**config.mk**
```make
export PLATFORM = sky130hd
export DESIGN_NAME = mac_feeder
export DESIGN_NICKNAME = d
export VERILOG_FILES = /design/src/rtl/mac_feeder.sv
export SDC_FILE = /design/constraint.sdc
export NUM_CORES = 1
export LEC_CHECK = 0
export ABC_AREA = 1
export CELL_PAD_IN_SITES_DETAIL_PLACEMENT = 1
export CELL_PAD_IN_SITES_GLOBAL_PLACEMENT = 1
export CORE_MARGIN = 4
export CORE_UTILIZATION = 47
export DETAILED_ROUTE_END_ITERATION = 10
export PLACE_DENSITY_LB_ADDON = 0.1
export SLEW_MARGIN = 20
export SYNTH_ARGS = -nofsm -noshare
export SYNTH_HDL_FRONTEND = slang
export SYNTH_SLANG_ARGS = --single-unit
```
**constraint.sdc**
```tcl
create_clock -name clk -period 5.2 [get_ports clk]
set_input_delay 1.04 -clock clk [delete_from_list [all_inputs] [get_ports clk]]
set_output_delay 1.04 -clock clk [all_outputs]
set_load 0.03 [all_outputs]
```
**src/rtl/mac_feeder.sv**
```systemverilog
// Operand-pair FIFO plus sequencer that streams len pairs into an external MAC
// and captures the accumulated dot-product once the MAC has settled.
module mac_feeder #(
    parameter int DEPTH = 8
) (
    input  logic        clk,
    input  logic        rst_n,
    input  logic        wr_en,
    input  logic [7:0]  a_in,
    input  logic [7:0]  b_in,
    input  logic        start,
    input  logic [3:0]  len,
    input  logic [23:0] mac_cout,
    output logic        mac_en,
    output logic        mac_clr,
    output logic [7:0]  mac_a,
    output logic [7:0]  mac_b,
    output logic [23:0] result,
    output logic        done,
    output logic        busy,
    output logic        start_err,
    output logic        full,
    output logic        empty
);

    typedef enum logic [2:0] {
        ST_IDLE    = 3'd0,
        ST_CLEAR   = 3'd1,
        ST_STREAM  = 3'd2,
        ST_WAIT    = 3'd3,
        ST_CAPTURE = 3'd4
    } state_t;

    state_t      state_r;
    state_t      next_state_s;
    logic [15:0] mem_r [DEPTH];
    logic [2:0]  wr_ptr_r;
    logic [2:0]  rd_ptr_r;
    logic [3:0]  count_r;
    logic [3:0]  remaining_r;
    logic        push_s;
    logic        pop_s;
    logic        start_ok_s;
    logic        accept_s;
    logic        start_err_s;
    logic        mac_en_s;
    logic        mac_clr_s;
    logic        done_s;
    logic        busy_s;
    logic        mac_en_r;
    logic        mac_clr_r;
    logic [7:0]  mac_a_r;
    logic [7:0]  mac_b_r;
    logic [23:0] result_r;
    logic        done_r;
    logic        busy_r;
    logic        start_err_r;

    assign full       = (count_r == 4'(DEPTH));
    assign empty      = (count_r == 4'd0);
    assign push_s     = wr_en && !full;
    assign start_ok_s = (len != 4'd0) && (len <= 4'd8) && (count_r >= len);

    // State register
    always_ff @(posedge clk or negedge rst_n) begin
        if (!rst_n) begin
            state_r <= ST_IDLE;
        end else begin
            state_r <= next_state_s;
        end
    end

    // Next-state decode; remaining_r counts pairs still to be popped
    always_comb begin
        next_state_s = state_r;
        case (state_r)
            ST_IDLE: begin
                if (start && start_ok_s) begin
                    next_state_s = ST_CLEAR;
                end else begin
                    next_state_s = ST_IDLE;
                end
            end
            ST_CLEAR: next_state_s = ST_STREAM;
            ST_STREAM: begin
                if (remaining_r == 4'd0) begin
                    next_state_s = ST_WAIT;
                end else begin
                    next_state_s = ST_STREAM;
                end
            end
            ST_WAIT:    next_state_s = ST_CAPTURE;
            ST_CAPTURE: next_state_s = ST_IDLE;
            default:    next_state_s = ST_IDLE;
        endcase
    end

    // Output decode from the upcoming state so registered outputs align with it
    always_comb begin
        accept_s    = (state_r == ST_IDLE) && (next_state_s == ST_CLEAR);
        start_err_s = (state_r == ST_IDLE) && start && !start_ok_s;
        mac_clr_s   = (next_state_s == ST_CLEAR);
        mac_en_s    = (next_state_s == ST_STREAM);
        pop_s       = mac_en_s;
        done_s      = (next_state_s == ST_CAPTURE);
        busy_s      = (next_state_s != ST_IDLE);
    end

    // Pair storage, no reset needed: contents are only read behind count_r
    always_ff @(posedge clk) begin
        if (push_s) begin
            mem_r[wr_ptr_r] <= {a_in, b_in};
        end
    end

    // FIFO pointers, occupancy and job length counter
    always_ff @(posedge clk or negedge rst_n) begin
        if (!rst_n) begin
            wr_ptr_r    <= 3'd0;
            rd_ptr_r    <= 3'd0;
            count_r     <= 4'd0;
            remaining_r <= 4'd0;
        end else begin
            if (push_s) begin
                wr_ptr_r <= wr_ptr_r + 3'd1;
            end
            if (pop_s) begin
                rd_ptr_r <= rd_ptr_r + 3'd1;
            end
            case ({push_s, pop_s})
                2'b10:   count_r <= count_r + 4'd1;
                2'b01:   count_r <= count_r - 4'd1;
                default: count_r <= count_r;
            endcase
            if (accept_s) begin
                remaining_r <= len;
            end else if (pop_s) begin
                remaining_r <= remaining_r - 4'd1;
            end
        end
    end

    // Registered MAC drive and status outputs
    always_ff @(posedge clk or negedge rst_n) begin
        if (!rst_n) begin
            mac_en_r    <= 1'b0;
            mac_clr_r   <= 1'b0;
            mac_a_r     <= 8'd0;
            mac_b_r     <= 8'd0;
            result_r    <= 24'd0;
            done_r      <= 1'b0;
            busy_r      <= 1'b0;
            start_err_r <= 1'b0;
        end else begin
            mac_en_r    <= mac_en_s;
            mac_clr_r   <= mac_clr_s;
            done_r      <= done_s;
            busy_r      <= busy_s;
            start_err_r <= start_err_s;
            if (pop_s) begin
                mac_a_r <= mem_r[rd_ptr_r][15:8];
                mac_b_r <= mem_r[rd_ptr_r][7:0];
            end
            if (done_s) begin
                result_r <= mac_cout;
            end
        end
    end

    assign mac_en    = mac_en_r;
    assign mac_clr   = mac_clr_r;
    assign mac_a     = mac_a_r;
    assign mac_b     = mac_b_r;
    assign result    = result_r;
    assign done      = done_r;
    assign busy      = busy_r;
    assign start_err = start_err_r;

endmodule

```
Yosys cells after proc, flatten, opt, wreduce, memory -nomap -nowiden --
Memories as Yosys holds them, arrays and structs flattened. A register that Yosys moved wholly into a read port is not among the register bits. Index checks and enable logic that the tools add are counted.
Storage, ports and cells: output and inout bits 47, bits in registers 46, memories kept 1, logic and storage cells 53, memory bits (writable) 128
Cells by class: magnitude comparators 2, reduce and logical (&&, ||, !) cells 17, muxes and demuxes 8, add/subtract/negate cells 5, equality and inequality tests 9
Memory list:
- mem_r | words 8, bits a word 16, read ports 1, clocked after memory_dff 1, write ports 1, line 36 | logic [15:0] mem_r [DEPTH];
Operators by type and width (count):
- case mux 3 bit (4 select lines) | 1
- equality test 3 x 2 -> 1 bit (second input constant) | 3
- logical NOT 4 bit | 2
- 2-to-1 mux 4 bit | 2
- case mux 4 bit (2 select lines) | 1
- subtractor 4 x 1 -> 4 bit (second input constant) | 2
- logical AND 1 bit | 7
- adder 3 x 1 -> 3 bit (second input constant) | 2
- equality test 3 x 1 -> 1 bit (second input constant) | 2
- adder 4 x 1 -> 4 bit (second input constant) | 1
- equality test 4 bit (second input constant) | 1
- >= comparator 4 bit | 1
- less-or-equal comparator 4 bit (second input constant) | 1
- 2-to-1 mux 1 bit | 4
- nonzero test 2 bit | 2
- nonzero test 4 bit | 1
- equality test 3 bit (second input constant) | 1
- logical NOT 1 bit | 3
- logical NOT 3 bit | 1
- nonzero test 3 bit | 1
- equality test 2 x 1 -> 1 bit (second input constant) | 1
- equality test 2 bit (second input constant) | 1

Depth between registers and ports, before layout --
Gate-level depths: netlist of run 1.
word-level depth 9, gate-level depth with buffers 18, depth with buffers taken out 17

Worst setup path before layout of run 1 --
No wires, ideal clock.
kind in2reg, start point input port len[3], end point register count_r[3], data arrival time 3.114 ns, setup time 0.124 ns, path slack 1.962 ns, stages 15, cells stage by stage inv_1 > ha_1 > a21oi_1 > nand3_1 > nand3_4 > nand3_2 > buf_6 > inv_1 > ha_1 > ha_1 > a21oi_1 > nand2_1 > a21oi_1 > o21ai_0 > xnor2_1
Between the ends: word-level cells in the longest chain between the ends 9, elaborated cells on any way between the ends 13, those cells by class order compare: 2; eq/ne: 3; mux: 3; reduce/logical: 5
Ends and longest elaborated chain:
- from (decl) | line 12 | input logic [3:0] len,
- less-or-equal comparator 4 bit or nonzero test 4 bit (tied branches) | line 62 | assign start_ok_s = (len != 4'd0) && (len <= 4'd8) && (count_r >= len);
- logical AND 1 bit | line 62
- logical AND 1 bit (*) | line 62
- logical AND 1 bit (*) | line 78 | if (start && start_ok_s) begin
- 2-to-1 mux 1 bit (*) | line 78
- case mux 3 bit (4 select lines) (*) | line 76 | case (state_r)
- equality test 3 x 2 -> 1 bit (*) | line 103 | mac_en_s = (next_state_s == ST_STREAM);
- via mac_en_s | line 46 | logic mac_en_s;
- equality test 2 x 1 -> 1 bit or equality test 2 bit (tied branches) | line 130 | case ({push_s, pop_s})
- case mux 4 bit (2 select lines) or nonzero test 2 bit (tied branches)
- to (signal assigned) | line 131 | 2'b10: count_r <= count_r + 4'd1;
- to (signal assigned) | line 132 | 2'b01: count_r <= count_r - 4'd1;
- to (signal assigned) | line 133 | default: count_r <= count_r;
- to (decl) | line 39 | logic [3:0] count_r;
Mark *: on every way through the listed nets, which the timed path passes. The rest lies on a longest branch. A chain may end at the register's enable or synchronous reset.

Final worst setup path of run 1 --
Same ends and word-level chain as after synthesis.

==> results.tsv, run 1 <==
metric	value	unit
outcome	finished, final reports clean	
drt_wl_total	20.52	mm
yosysWarnings	0	
timing_hold_violations_final	0	
dieWidth	139.0	um
drc	0	
peakVddDrop	0.0003816	V
fillers	1805	
grt_pass1_vias	6319	
cts.sinks	190	
final_nets	923	
rr_worst_depth	12	
ys_dominant_reg_cell	edfxtp_1	
clk_pin_slew_worst_paths	0.07	ns
cts_post_setup_buffers_inserted	0	
clock_latency	0.44	ns
ys_ff_latch	190	
setup_tns	0	ns
wl_per_cell	18.72	um
hold_path_class	reg2reg	
synth_edf_count	128	
drive_above_1_share	5.708	%
cp-end-kind	flop	
synth_compound_area_share	5.521	%
skew	0.009577	ns
required	5.52	ns
grt_antenna_before_repair	0	
grt_max_degree	102	
syn_inst	777	
ys_types	30	
worstMarginPinSlew	1.063	ns
postCtsResizedCells	0	
start_util	48.31	%
drt_iter0_drc	441	
coreArea	16700	sq um
arrival	4.38	ns
ys_seq_area_share	66.87	%
grt_overflow	0	
cts_buffer_depth	2	
synth_area_leader_cell	edfxtp_1	
grt_usage	21.97	%
numCtsBuffers	17	
cellPowerDensity	641.4	nW/um^2
path_max_fanout	20	
netlist_area	8068	sq um
final_util	58.50	%
synth_mux_area_share	0	%
place_area	9161	sq um
place_hpwl	12.93	mm
dr.pass1.iters	4	
fin_area	9769	sq um
path_class	in2reg	
min_period	4.063	ns
cts_hold_buf	0	
die_h	139.0	um
synthXorXnorAreaFrac	0.7599	%
synthAdderAreaFrac	1.954	%
port_buffers	94	
synth_top_family_by_area	simple AND/OR/NAND/NOR gates	
grt_pass1_wl	33.15	mm
ant_nets	0	
relSlewSlack	28.71	%
start_kind	primary input	
whs_path_depth	2	
row_count	47	
cts_max_level	4	
drv_cap	0	
die_area	19330	sq um
synthSimpleGateAreaFrac	19.46	%
cpPeakStageDelay	0.51	ns
fmax	0.2461	GHz
yosys.cell_count.top_type	nand2_1	
synth_top_area_share	47.64	%
cts_tree	done	
slew_viol_final	0	
path_cells	clkdlybuf4s50_1 -> inv_1 -> ha_1 -> nand2_1 -> inv_1 -> nand2_1 -> nand3_1 -> nand3_4 -> nand3_2 -> inv_1 -> ha_1 -> ha_1 -> a21oi_1 -> nand2_1 -> a21oi_1 -> o21ai_0 -> xnor2_1	
syn_to_final_growth	21.09	%
antenna-diode-count	0	
drt-vias-per-instance	5.276	
cts_root_buffer	clkbuf_16	
cp_slowest_cell	clkdlybuf4s50_1	
rsz0062_at_grt	false	
period_share	78.14	%
pin_count	95	
syn_area_per_cell	10.38	sq um
synthTopCellsByCount	nand2_1 (282), edfxtp_1 (128), nor2_1 (72)	
leakagePower	4.172	nW
async_flop_share	32.63	%
dr_total_vias	5783	
synth_area_leaders	edfxtp_1 (48%), dfrtp_1 (19%), nand2_1 (13%)	
synth_nets	837	
setup_viol	0	
globalplace.congestion	0.7572	
[flip-flops by register name, indices dropped and copies added (netlist names)]
name / flops
mac_a: 8
mac_b: 8
busy: 1
start_err: 1
rd_ptr_r: 3
mac_clr: 1
state_r: 3
wr_ptr_r: 3
mem_r: 128
result: 24
done: 1
mac_en: 1
count_r: 4
remaining_r: 4
[report_power, final]
part	total [mW]	leakage (nW)	internal [mW]	switching, mW
clock	1.33	0.278	0.753	0.574
combinational	2.71	1.97	0.896	1.82
sequential	2.23	1.92	2.03	0.199
[cells in the final DEF (no fill, tap or decap), types with 11 or more instances in the layout]
master,instances
dfrtp_1,61
o211ai_1,23
o21ai_1,15
nand4_1,25
o21ai_0,35
clkdlybuf4s50_1,93
clkbuf_16,17
inv_1,60
edfxtp_1,128
ha_1,11
nand2_1,282
nor2_1,69
[area by class of cell]
class,instances,area [sq um],share of cell area [%]
clock buffers,17,425.4,4.355
clock inverters,15,171.4,1.755
inverters,63,237.7,2.433
multi-input cells,487,2252,23.05
flip-flops and latches,190,5396,55.24
well taps,220,275.3,2.818
repair buffers,104,1011,10.35
[worst paths after layout]
| kind | from | end | slack [ns] |
|---|---|---|---|
| max in group asynchronous | rst_n | rd_ptr_r[0]$_DFFE_PN0P_ | 3.85 |
| worst min-delay path | mac_a[3]$_DFFE_PN0P_ | mac_a[3]$_DFFE_PN0P_ | 0.48 |
| min in group asynchronous | rst_n | result[15]$_DFFE_PN0P_ | 0.77 |
| worst max register to register | state_r[2]$_DFF_PN0_ | count_r[3]$_DFFE_PN0P_ | 1.68 |
| worst max-delay path | len[3] | count_r[3]$_DFFE_PN0P_ | 1.14 |
| worst min register to register | mac_a[3]$_DFFE_PN0P_ | mac_a[3]$_DFFE_PN0P_ | 0.48 |
[kinds of logic after synthesis]
kind of cell             count (synthesis)
AND/OR/NAND/NOR                        391
flip-flops                             190
buffers and inverters                  100
AO/OA/AOI/OAI                           77
adder cells (fa/ha/maj)                 12
XOR/XNOR                                 7
[worst max-delay path, delay by kind of cell]
family          cells  cell delay [ns]
compound gates      3             0.48
buf+inv             4             0.84
fa+ha+maj           3             0.93
simple gates        6             0.92
xor+xnor            1             0.15
[routing by layer]
| metal | track usage [%] | share of wire, % | vias to the layer above |
|---|---|---|---|
| li1 | - | - | 2727 |
| met1 | 25.65 | 40 | 2898 |
| met2 | 39.76 | 53 | 121 |
| met3 | 4.379 | 4.0 | 37 |
| met4 | 8.651 | 2.7 | 0 |
| met5 | 0 | 0 | - |
[through the flow]
step           power [mW]  hold slack, ns  std cells  setup slack (ns)
6_report            6.267          0.4790       1096             1.137
5_1_grt             6.706          0.5075       1096            0.8161
4_1_cts             6.334          0.4792       1096             1.140
3_5_place_dp        4.972          0.4619       1064            0.7947
3_3_place_gp        4.798          0.4561       1064             1.141
2_1_floorplan       4.025          0.4813        777             1.962
Note: power is estimated with default switching activity, not from simulation.
==> run 2, diff against run 1 <==
--- a/config.mk
+++ b/config.mk
@@ -9,7 +9,7 @@
 export CELL_PAD_IN_SITES_DETAIL_PLACEMENT = 1
 export CELL_PAD_IN_SITES_GLOBAL_PLACEMENT = 1
 export CORE_MARGIN = 4
-export CORE_UTILIZATION = 47
+export CORE_UTILIZATION = 44
 export DETAILED_ROUTE_END_ITERATION = 10
 export PLACE_DENSITY_LB_ADDON = 0.1
 export SLEW_MARGIN = 20
==> constraint.sdc (replaced) <==
create_clock -name clk -period 3.9 [get_ports clk]
set_input_delay 0.78 -clock clk [delete_from_list [all_inputs] [get_ports clk]]
set_output_delay 0.78 -clock clk [all_outputs]
set_load 0.03 [all_outputs]
==> run 2 against run 1 <==
Total power up 32%. Critical path depth down 2. Setup slack worse by 0.63 ns. Clock-buffer cell count up 2. Wire length down 0.42%. Largest power group unchanged. Sequential cell count unchanged.
==> results.tsv, run 2 (synthesis gave the netlist of run 1 again) <==
metric	value	unit	change
sw_frac_of_total	41.32	%	was 41.33%
relSlewSlack	30.36	%	was 28.71%
coreArea	18020	sq um	was 16,700 sq um
place_hpwl	13.21	mm	was 12.93 mm
required	4.21	ns	was 5.52 ns
die_h	143.4	um	was 139.0 um
pwr-share-seq	35.8	%	was 35.5%
grt_usage	20.82	%	was 21.97%
largest_reg_flops	128		unchanged
ant_nets	0		unchanged
seqCellArea	5396	sq um	unchanged
setup_tns	0	ns	unchanged
dr_total_vias	5773		was 5,783
top_register	mem_r		unchanged
port_buffers	94		unchanged
cts_buffer_depth	2		unchanged
drc	0		unchanged
switchingPower	3.427	mW	was 2.590 mW
arrival	3.70	ns	was 4.38 ns
drv_cap	0		unchanged
p_clk_share	20.5	%	was 21.2%
die_area	20570	sq um	was 19,330 sq um
reg2reg_to	count_r[3]$_DFFE_PN0P_		unchanged
grt_antenna_before_repair	0		unchanged
cp-end-kind	flop		unchanged
skew	0.006238	ns	was 0.009577 ns
wl_per_cell	18.37	um	was 18.72 um
layout.cells.most_common	nand2_1		unchanged
p_int	4.866	mW	was 3.677 mW
grt_max_degree	102		unchanged
start_kind	primary input		unchanged
combPwrFrac	43.7	%	was 43.3%
cts_post_setup_buffers_inserted	0		unchanged
grt_pass1_wl	32.75	mm	was 33.15 mm
cts_max_level	4		unchanged
r2r_start	state_r[2]$_DFF_PN0_		unchanged
start_util	44.76	%	was 48.31%
rsz0062_at_grt	false		unchanged
grt_pass1_vias	6076		was 6,319
cts_root_buffer	clkbuf_16		unchanged
cts_hold_buf	0		unchanged
setup_viol	0		unchanged
leakagePower	4.197	nW	was 4.172 nW
outcome	finished, final reports clean		unchanged
fillers	1947		was 1,805
cellPowerDensity	846.6	nW/um^2	was 641.4 nW/um^2
worstMarginPinSlew	1.038	ns	was 1.063 ns
period_share	87.00	%	
final_nets	930		was 923
pin_count	95		unchanged
drt_iter0_drc	359		was 441
row_count	49		was 47
antenna-diode-count	0		unchanged
path_class	in2reg		unchanged
multi_input_area	2235	sq um	was 2252 sq um
drt-vias-per-instance	5.192		was 5.276
syn_to_final_growth	21.42	%	was 21.09%
cts.sinks	190		unchanged
postCtsResizedCells	0		unchanged
cts_tree	done		unchanged
clk_pin_slew_worst_paths	0.07	ns	about the same
peakVddDrop	0.0005411	V	was 0.0003816 V
rr_worst_depth	12		unchanged
path_max_fanout	6		was 20
dieWidth	143.4	um	was 139.0 um
min_period	3.393	ns	
clock_latency	0.43	ns	was 0.44 ns
fmax	0.2947	GHz	
grt_overflow	0		unchanged
timing_hold_violations_final	0		unchanged
r2r_slack	0.92	ns	was 1.68 ns
numCtsBuffers	17		unchanged
drt_wl_total	20.43	mm	was 20.52 mm
drive_above_1_share	6.229	%	was 5.708%
most-common-layout-cells	nand2_1 (282), edfxtp_1 (128), clkdlybuf4s50_1 (93)		unchanged
dr.pass1.iters	4		unchanged
final_util	54.35	%	was 58.50%
globalplace.congestion	0.8398		was 0.7572
slew_viol_final	0		unchanged
hold_path_class	in2async		was reg2reg
==> run 2: cell count changes in the layout (fill, tap and decap cells not counted), sizes merged <==
| cell | delta |
|---|---|
| buf | +7 |
| clkinv | -3 |
| clkbuf | +2 |
| bufinv | -1 |
| clkinvlp | +1 |
| inv | +1 |
==> run 2: critical path: stages <==
cell and delay, ns:
clkdlybuf4s50_1 0.53, inv_1 0.07, ha_1 0.34, a21oi_1 0.18, nand3_1 0.25, nand3_4 0.13
nand3_2 0.07, inv_1 0.11, ha_1 0.23, ha_1 0.30, a21oi_1 0.15, nand2_1 0.10
a21oi_1 0.18, o21ai_0 0.14, xnor2_1 0.14
==> run 2: layer usage <==
metal	vias up	GRT usage, %	wire [um]
met5	-	0	0
met1	2917	26.75	8683
met4	0	5.352	255
li1	2745	-	-
met2	89	35.81	10800
met3	22	4.859	691
==> run 2: metrics by stage <==
stage | hold slack [ns] | worst slack [ns] | power (mW) | cell area, sq um | cells
floorplan | 0.4813 | 0.9221 | 5.367 | 8068 | 777
global placement | 0.4521 | 0.4721 | 6.433 | 9218 | 1080
detailed placement | 0.4620 | 0.1097 | 6.654 | 9218 | 1080
CTS | 0.4790 | 0.5630 | 8.388 | 9792 | 1112
global route | 0.3932 | 0.2561 | 8.893 | 9796 | 1112
finish | 0.3607 | 0.5072 | 8.293 | 9796 | 1112
==> run 2: worst max-delay path by stage <==
stage            from                     end  cells past startpoint
2_1_floorplan  len[3]  count_r[3]$_DFFE_PN0P_                     15
3_3_place_gp   len[3]  count_r[3]$_DFFE_PN0P_                     15
3_5_place_dp   len[3]  count_r[3]$_DFFE_PN0P_                     15
4_1_cts        len[3]  count_r[3]$_DFFE_PN0P_                     15
5_1_grt        len[3]  count_r[3]$_DFFE_PN0P_                     15
6_report       len[3]  count_r[3]$_DFFE_PN0P_                     15
==> run 2: layout make-up <==
class                   count  share of cell area [%]
flip-flops and latches    190                   55.09
repair buffers            111                   10.88
inverters                  63                   2.427
multi-input cells         487                   22.81
clock inverters            13                   1.443
clock buffers              19                   4.419
well taps                 229                   2.925
==> run 2: power by group through the flow <==
stage	Combinational (mW)	Sequential, mW	Clock, mW
finish	3.63	2.96	1.70
global placement	3.46	2.97	0
CTS	3.69	2.97	1.73
detailed placement	3.65	3.00	0
floorplan	1.98	3.39	0
global route	4.04	3.02	1.84
==> run 3, diff against run 2 <==
--- a/config.mk
+++ b/config.mk
@@ -9,7 +9,7 @@
 export CELL_PAD_IN_SITES_DETAIL_PLACEMENT = 1
 export CELL_PAD_IN_SITES_GLOBAL_PLACEMENT = 1
 export CORE_MARGIN = 4
-export CORE_UTILIZATION = 44
+export CORE_UTILIZATION = 30
 export DETAILED_ROUTE_END_ITERATION = 10
 export PLACE_DENSITY_LB_ADDON = 0.1
 export SLEW_MARGIN = 20
==> run 3 against run 2 <==
Hold slack improved by 0.070 ns. Total power increased by 0.48%. Register-to-register slack worse by 0.06 ns. Clock skew rose by 0.011 ns. Setup slack got worse by 0.052 ns. Sequential share of layout area fell by 0.76 points. Fmax is 1.5% lower. Highest routed layer unchanged.
==> results.tsv, run 3 (synthesis gave the netlist of run 1 again) <==
metric	value	unit	change
outcome	finished, final reports clean		unchanged
worstMarginPinSlew	1.037	ns	was 1.038 ns
seqCellArea	5396	sq um	unchanged
hold_ws	0.4309	ns	was 0.3607 ns
clock_latency	0.43	ns	about the same
rsz0062_at_grt	false		unchanged
dr.pass1.iters	4		unchanged
postCtsResizedCells	0		unchanged
slew_viol_final	0		unchanged
cts.sinks	190		unchanged
cts_tree	done		unchanged
place_hpwl	13.24	mm	was 13.21 mm
cellPowerDensity	838.9	nW/um^2	was 846.6 nW/um^2
path_max_fanout	6		unchanged
peakVddDrop	0.0003854	V	was 0.0005411 V
cts_buffer_depth	2		unchanged
setup_tns	0	ns	unchanged
ant_nets	0		unchanged
cts_hold_buf	0		unchanged
crit_path_start	len[3]		unchanged
r2r_start	state_r[2]$_DFF_PN0_		unchanged
drt-vias-per-instance	4.586		was 5.192
grt_pass1_wl	33.10	mm	was 32.75 mm
top_register	mem_r		unchanged
drt_iter0_drc	232		was 359
drive_above_1_share	6.129	%	was 6.229%
multi_input_area	2235	sq um	unchanged
grt_pass1_vias	5982		was 6,076
start_kind	primary input		unchanged
start_util	30.70	%	was 44.76%
globalplace.congestion	0.7496		was 0.8398
period_share	88.32	%	was 87.00%
crit_end	count_r[3]$_DFFE_PN0P_		unchanged
numCtsBuffers	17		unchanged
final_nets	928		was 930
relSlewSlack	30.85	%	was 30.36%
most-common-layout-cells	nand2_1 (282), edfxtp_1 (128), clkdlybuf4s50_1 (93)		unchanged
hold_path_class	in2async		unchanged
timing_hold_violations_final	0		unchanged
wl_per_cell	17.26	um	was 18.37 um
pin_count	95		unchanged
drt_wl_total	20.99	mm	was 20.43 mm
coreArea	26280	sq um	was 18,020 sq um
path_class	in2reg		unchanged
cts_post_setup_buffers_inserted	0		unchanged
dr_total_vias	5576		was 5,773
row_count	59		was 49
fillers	2940		was 1,947
die_area	29580	sq um	was 20,570 sq um
die_h	172.0	um	was 143.4 um
port_buffers	94		unchanged
dieWidth	172.0	um	was 143.4 um
largest_reg_flops	128		unchanged
grt_overflow	0		unchanged
grt_usage	14.59	%	was 20.82%
syn_to_final_growth	23.12	%	was 21.42%
drv_cap	0		unchanged
grt_antenna_before_repair	0		unchanged
cp-end-kind	flop		unchanged
leakagePower	4.223	nW	was 4.197 nW
reg2reg_to	count_r[3]$_DFFE_PN0P_		unchanged
required	4.21	ns	about the same
skew	0.01712	ns	was 0.006238 ns
setup_viol	0		unchanged
clk_pin_slew_worst_paths	0.08	ns	was 0.07 ns
r2r_slack	0.86	ns	was 0.92 ns
grt_max_degree	102		unchanged
antenna-diode-count	0		unchanged
cts_max_level	4		unchanged
cts_root_buffer	clkbuf_16		unchanged
fmax	0.2903	GHz	was 0.2947 GHz
layout.cells.most_common	nand2_1		unchanged
arrival	3.75	ns	was 3.70 ns
rr_worst_depth	12		unchanged
min_period	3.445	ns	was 3.393 ns
drc	0		unchanged
[run 3: changes by cell type in the layout (fill, tap and decap cells not counted), sizes merged]
cell      previous run  this run
inv                 63        72
clkinvlp             5         0
clkinv               6         2
buf                 18        16
bufinv               2         1
clkbuf              19        20
[run 3: power by group]
part / total, mW / internal (mW) / switching, mW
Clock: 1.77 / 0.976 / 0.793
Combinational: 3.61 / 1.21 / 2.40
Sequential: 2.96 / 2.70 / 0.255
Total: 8.33 / 4.89 / 3.44
[run 3: routing by layer]
layer  track usage, %  up-vias  routed length [um]
li1                 -     2732                   -
met1            18.16     2758                9429
met2            25.95       75               10720
met3            3.018       11                 656
met4            3.725        0                 185
met5                0        -                   0
[run 3: cell type report]
class                           count  area share (%)
Clock buffer                       20           4.824
Clock inverter                     12           1.184
Inverter                           63           2.393
Sequential cell                   190           54.33
Tap cell                          335           4.220
Timing Repair Buffer              109           10.56
Multi-Input combinational cell    487           22.50
[run 3: metrics by stage]
stage               setup slack, ns  std cells  total power [mW]  instance area (sq um)  util (%)
global route                 0.2776       1216             8.958                   9933     37.80
finish                       0.4553       1216             8.333                   9933     37.80
detailed placement          0.02153       1184             6.695                   9335     35.52
floorplan                    0.9221        777             5.367                   8068         -
global placement             0.4475       1184             6.534                   9335     35.52
CTS                          0.4961       1216             8.496                   9932     37.79
[run 3: worst min-delay path by stage]
stage | startpoint | endpoint | slack, ns | cells past startpoint
global route | rst_n | result[20]$_DFFE_PN0P_ | 0.50 | 1
global placement | result[21]$_DFFE_PN0P_ | result[21]$_DFFE_PN0P_ | 0.45 | 2
floorplan | rst_n | busy$_DFF_PN0_ | 0.48 | 0
CTS | rst_n | result[20]$_DFFE_PN0P_ | 0.45 | 1
finish | rst_n | result[20]$_DFFE_PN0P_ | 0.43 | 1
detailed placement | result[19]$_DFFE_PN0P_ | result[19]$_DFFE_PN0P_ | 0.46 | 2
[run 3: worst max-delay path: stages]
cell,delay [ns]
clkdlybuf4s50_1,0.52
inv_1,0.08
ha_1,0.33
a21oi_1,0.18
nand3_1,0.25
nand3_4,0.13
nand3_2,0.07
inv_1,0.12
ha_1,0.25
ha_1,0.30
a21oi_1,0.14
nand2_1,0.09
a21oi_1,0.16
o21ai_0,0.16
xnor2_1,0.16
==> RTL edit 1: new RTL, flow settings as in run 1 <==
Put one more register stage on the output `start_err`, with the module's reset. The value now appears one clock later. The other outputs are not delayed to match.
--- a/src/rtl/mac_feeder.sv
+++ b/src/rtl/mac_feeder.sv
@@ -175,5 +175,11 @@
     assign done      = done_r;
     assign busy      = busy_r;
-    assign start_err = start_err_r;
+    always_ff @(posedge clk or negedge rst_n) begin
+        if (!rst_n) begin
+            start_err <= '0;
+        end else begin
+            start_err <= start_err_r;
+        end
+    end
 
 endmodule
Formal check against the unedited RTL: not equivalent (a bounded check fails within 4 cycles, from zero or initial values and one cycle with rst_n low).
==> RTL edit 1 against run 1 <==
  * Synthesized area shrank 1.8%
  * Clock power increased by 3%
  * Sequential cell count is 1 higher
  * Via count down 4.0%
  * Worst setup slack worse by 38 ps
  * Wire length decreased by 2.4%
  * Final area down 1.4%
  * Total power decreased by 2.1%
  * Hold slack got worse by 120 ps
==> RTL edit 1: results (changes against run 1) <==
metric;value;unit;change
grt_usage;22.1;%;+0.10 points
yosysSeqAreaShare;68.4;%;+1.5 points
wl_per_cell;19.1;µm;+2.2%
fillers;1770;;-1.9%
comb_power_share;41.2;%;-2.1 points
place_area;9010;µm²;-1.7%
p_leak;0.00399;µW;-4.4%
rrSetupSlack;1820;ps;+140 ps
viasPerCell;5.30;;+0.48%
hold_path_depth;0;;-2
ys_async_sr_fraction;33.0;%;+0.35 points
status;finished, final reports clean;;
min_from;start_err_r$_DFF_PN0_;;
peakVddDrop;0.000305;V;-20%
rr_worst_depth;14;;+2
dpl.hpwl;12.3;mm;-4.6%
syn_nets;792;;-5.4%
place_inst;1015;;-4.6%
grt_start_max_net_pins;68;;-33%
finalNetCount;874;;-5.3%
fin_skew;9.09;ps;-0.484 ps
yosysUniqueCellTypes;29;;-3.3%
synth_area_leaders;edfxtp_1 (48%), dfrtp_1 (20%), nand2_1 (14%), nand3_1 (6.5%), nand4_1 (2.0%);;
synth_commonest_cells;nand2_1 (294), edfxtp_1 (128), nand3_1 (103), dfrtp_1 (63), inv_1 (27);;
holdPathEnd;start_err$_DFF_PN0_;;
worstPathMaxFanout;32;;+60%
drt_iter0_markers;338;;-23%
routed_wl;20.0;mm;-2.4%
min_path_type;reg2reg;;
register_area;5420;µm²;+0.44%
grt_pass1_vias;5965;;-5.6%
reg2reg_from;count_r[0]$_DFFE_PN0P_;;
p_clk_share;22.3;%;+1.1 points
tightest_slew;1080;ps;+20.7 ps
netlist_instances;732;;-5.8%
drive_gt1_share;6.41;%;+0.70 points
fin_hold_ws;359;ps;-120 ps
grt_pass1_wl;31.5;mm;-5.1%
cp_top_family;simple AND/OR/NAND/NOR gates;;
cp.arrival;4410;ps;+30 ps
routabilityCongestion;0.782;;+3.2%
p_switching;2460;µW;-5.0%
pre_cts_slack;759;ps;-35.4 ps
[RTL edit 1: changes by cell type in the layout (fill, tap and decap cells not counted), moves of 2 or more]
cell,change
nand3_1,+98
nor2_1,-65
inv_1,-34
o21ai_0,-31
o211ai_1,-19
o21ai_1,-14
nand2_1,+12
buf_4,-3
inv_2,+3
nor2_2,+3
clkinv_1,-2
clkinvlp_4,-2
dfrtp_1,+2
[RTL edit 1: cell families after synthesis]
| family | Yosys count | synth area share (%) |
|---|---|---|
| AOI/OAI and AO/OA | 13 | 0.979 |
| buffers and inverters | 68 | 4.06 |
| xor gates and xnor gates | 7 | 0.773 |
| and+or+nand+nor | 441 | 23.8 |
| DFF | 191 | 68.4 |
| adders and majority gates | 12 | 1.99 |
[RTL edit 1: worst max-delay path by stage]
stage | slack [ps] | endpoint | cells after the start | start
finish | 1100 | count_r[3]$_DFFE_PN0P_ | 17 | len[3]
global route | 920 | count_r[3]$_DFFE_PN0P_ | 17 | len[3]
CTS | 1210 | count_r[3]$_DFFE_PN0P_ | 17 | len[3]
detailed placement | 760 | count_r[3]$_DFFE_PN0P_ | 17 | len[3]
global placement | 1160 | count_r[3]$_DFFE_PN0P_ | 17 | len[3]
floorplan | 1960 | count_r[3]$_DFFE_PN0P_ | 15 | len[3]
[RTL edit 1: area by class of cell]
type	instances	area share, %
clock buffer	18	4.46
tap	220	2.86
multi-input combinational	473	23.0
sequential	191	56.3
inverter	30	1.17
clock inverter	14	1.95
timing repair buffer	101	10.3
[RTL edit 1: per-layer routing]
layer / vias to the layer above / part of all wire, % / track usage [%]
met2: 139 / 52 / 39.2
met1: 2750 / 40 / 26.7
met3: 29 / 6.0 / 4.25
met5: - / 0 / 0
li1: 2633 / - / -
met4: 0 / 1.7 / 8.51
==> RTL edit 2: new RTL, flow settings as in run 1 <==
Without the edit above. The parameter `DEPTH` goes from 8 to 4.
--- a/src/rtl/mac_feeder.sv
+++ b/src/rtl/mac_feeder.sv
@@ -2,5 +2,5 @@
 // and captures the accumulated dot-product once the MAC has settled.
 module mac_feeder #(
-    parameter int DEPTH = 8
+    parameter int DEPTH = 4
 ) (
     input  logic        clk,
Function: changed (a bounded check fails within 10 cycles, from zero or initial values and one cycle with rst_n low).
==> RTL edit 2 against run 1 <==
  * Clock skew shrank 1.4 ps
  * Synthesized cell count shrank 37%
  * Count of clock-buffer cells in the layout grew 13
  * Combinational power shrank 25%
  * Largest cell class unchanged
  * Worst setup slack gained 110 ps
  * Fmax grew 2.7%
  * Cell count shrank 33%
  * Wire length shrank 38%
  * Final area shrank 31%
  * Largest power group unchanged
  * First-iteration DRC count shrank 54%
  * Synthesized area shrank 35%
  * Sequential cell count shrank 66
  * Total power shrank 26%
==> RTL edit 2: results (changes against run 1) <==
metric;value;unit;change
fin_skew;8.22;ps;-1.35 ps
status;finished, final reports clean;;
met1_length;5.44;mm;-34%
tightest_slew;972;ps;-90.5 ps
grt_pass1_wl;20.4;mm;-38%
syn_nets;552;;-34%
cts_root_buf;clkbuf_8;;
finalNetCount;643;;-30%
largest_reg_flops;64;;-50%
grt_pass1_vias;4067;;-36%
routabilityCongestion;0.769;;+1.6%
synth_edf_count;64;;-50%
insertion_delay;520;ps;+80 ps
rr_worst_depth;15;;+3
viasPerCell;5.18;;-1.9%
wl_met3;506;µm;-39%
grt_start_max_net_pins;61;;-40%
drt_iter0_markers;201;;-54%
worstPathMaxFanout;31;;+55%
drive_gt1_share;6.72;%;+1.0 points
cts.clk_slew.worst_paths;50;ps;-20 ps
pre_cts_slack;731;ps;-64.0 ps
cp.arrival;4340;ps;-40 ps
wl_met2;6.52;mm;-40%
dpl.hpwl;8.47;mm;-34%
grt_usage;20.8;%;-1.2 points
RTL edit 2: final cells by class:
class | instances | area share (%)
flip-flops and latches | 124 | 50.9
clock buffers | 30 | 7.47
repair buffers | 96 | 14.1
multi-input cells | 313 | 23.1
inverters | 30 | 1.67
well taps | 140 | 2.60
clock inverters | 2 | 0.186
RTL edit 2: kinds of logic (layout without fill, tap and decap cells):
family / count (synthesis) / count (layout) / synth area share (%)
AOI/OAI and AO/OA: 61 / 61 / 6.17
adders and majority gates: 13 / 13 / 3.26
xor gates and xnor gates: 7 / 7 / 1.18
and+or+nand+nor: 232 / 232 / 18.9
buffers and inverters: 54 / 158 / 4.85
DFF: 124 / 124 / 65.6
RTL edit 2: worst paths after layout:
check,slack (ps),start,to
setup / recovery,1240,len[3],count_r[3]$_DFFE_PN0P_
hold / removal,470,result[10]$_DFFE_PN0P_,result[10]$_DFFE_PN0P_
setup reg to reg,1880,count_r[1]$_DFFE_PN0P_,count_r[3]$_DFFE_PN0P_
hold reg to reg,470,result[10]$_DFFE_PN0P_,result[10]$_DFFE_PN0P_
max in group asynchronous,3960,rst_n,rd_ptr_r[1]$_DFFE_PN0P_
min in group asynchronous,670,rst_n,count_r[1]$_DFFE_PN0P_
RTL edit 2: layer usage:
layer / up-vias / global-route usage, %
met5: - / 0
met4: 0 / 7.85
met2: 88 / 35.9
li1: 1828 / -
met3: 14 / 5.35
met1: 1874 / 25.0
RTL edit 2: critical path, stage by stage:
cell and delay [ps]:
clkdlybuf4s50_1 500, inv_1 80, ha_1 310, nand2_1 60, inv_1 60, nand2_1 60, nand3_1 210, nand3_4 360
nand3_4 310, inv_1 100, ha_1 250, ha_1 350, a21oi_1 160, nand2_1 90, a21oi_1 130, o21ai_0 120
xor2_1 150
RTL edit 2: metrics by stage:
step | cell area (µm²) | power [µW] | hold WS (ps) | std cells | utilization, %
after floorplan | 5220 | 2940 | 465 | 491 | -
after detailed placement | 6210 | 3650 | 462 | 703 | 57.3
after global placement | 6210 | 3530 | 452 | 703 | 57.3
after CTS | 6730 | 4700 | 477 | 735 | 62.0
after global routing | 6730 | 4990 | 500 | 735 | 62.1
final | 6730 | 4640 | 473 | 735 | 62.1
RTL edit 2: report_power, final:
group | switching, µW | leakage (µW) | total (µW) | internal, µW
logic | 1300 | 0.00131 | 2020 | 726
registers | 204 | 0.00132 | 1600 | 1400
clock network | 384 | 0.000248 | 1020 | 636
total | 1890 | 0.00288 | 4640 | 2760
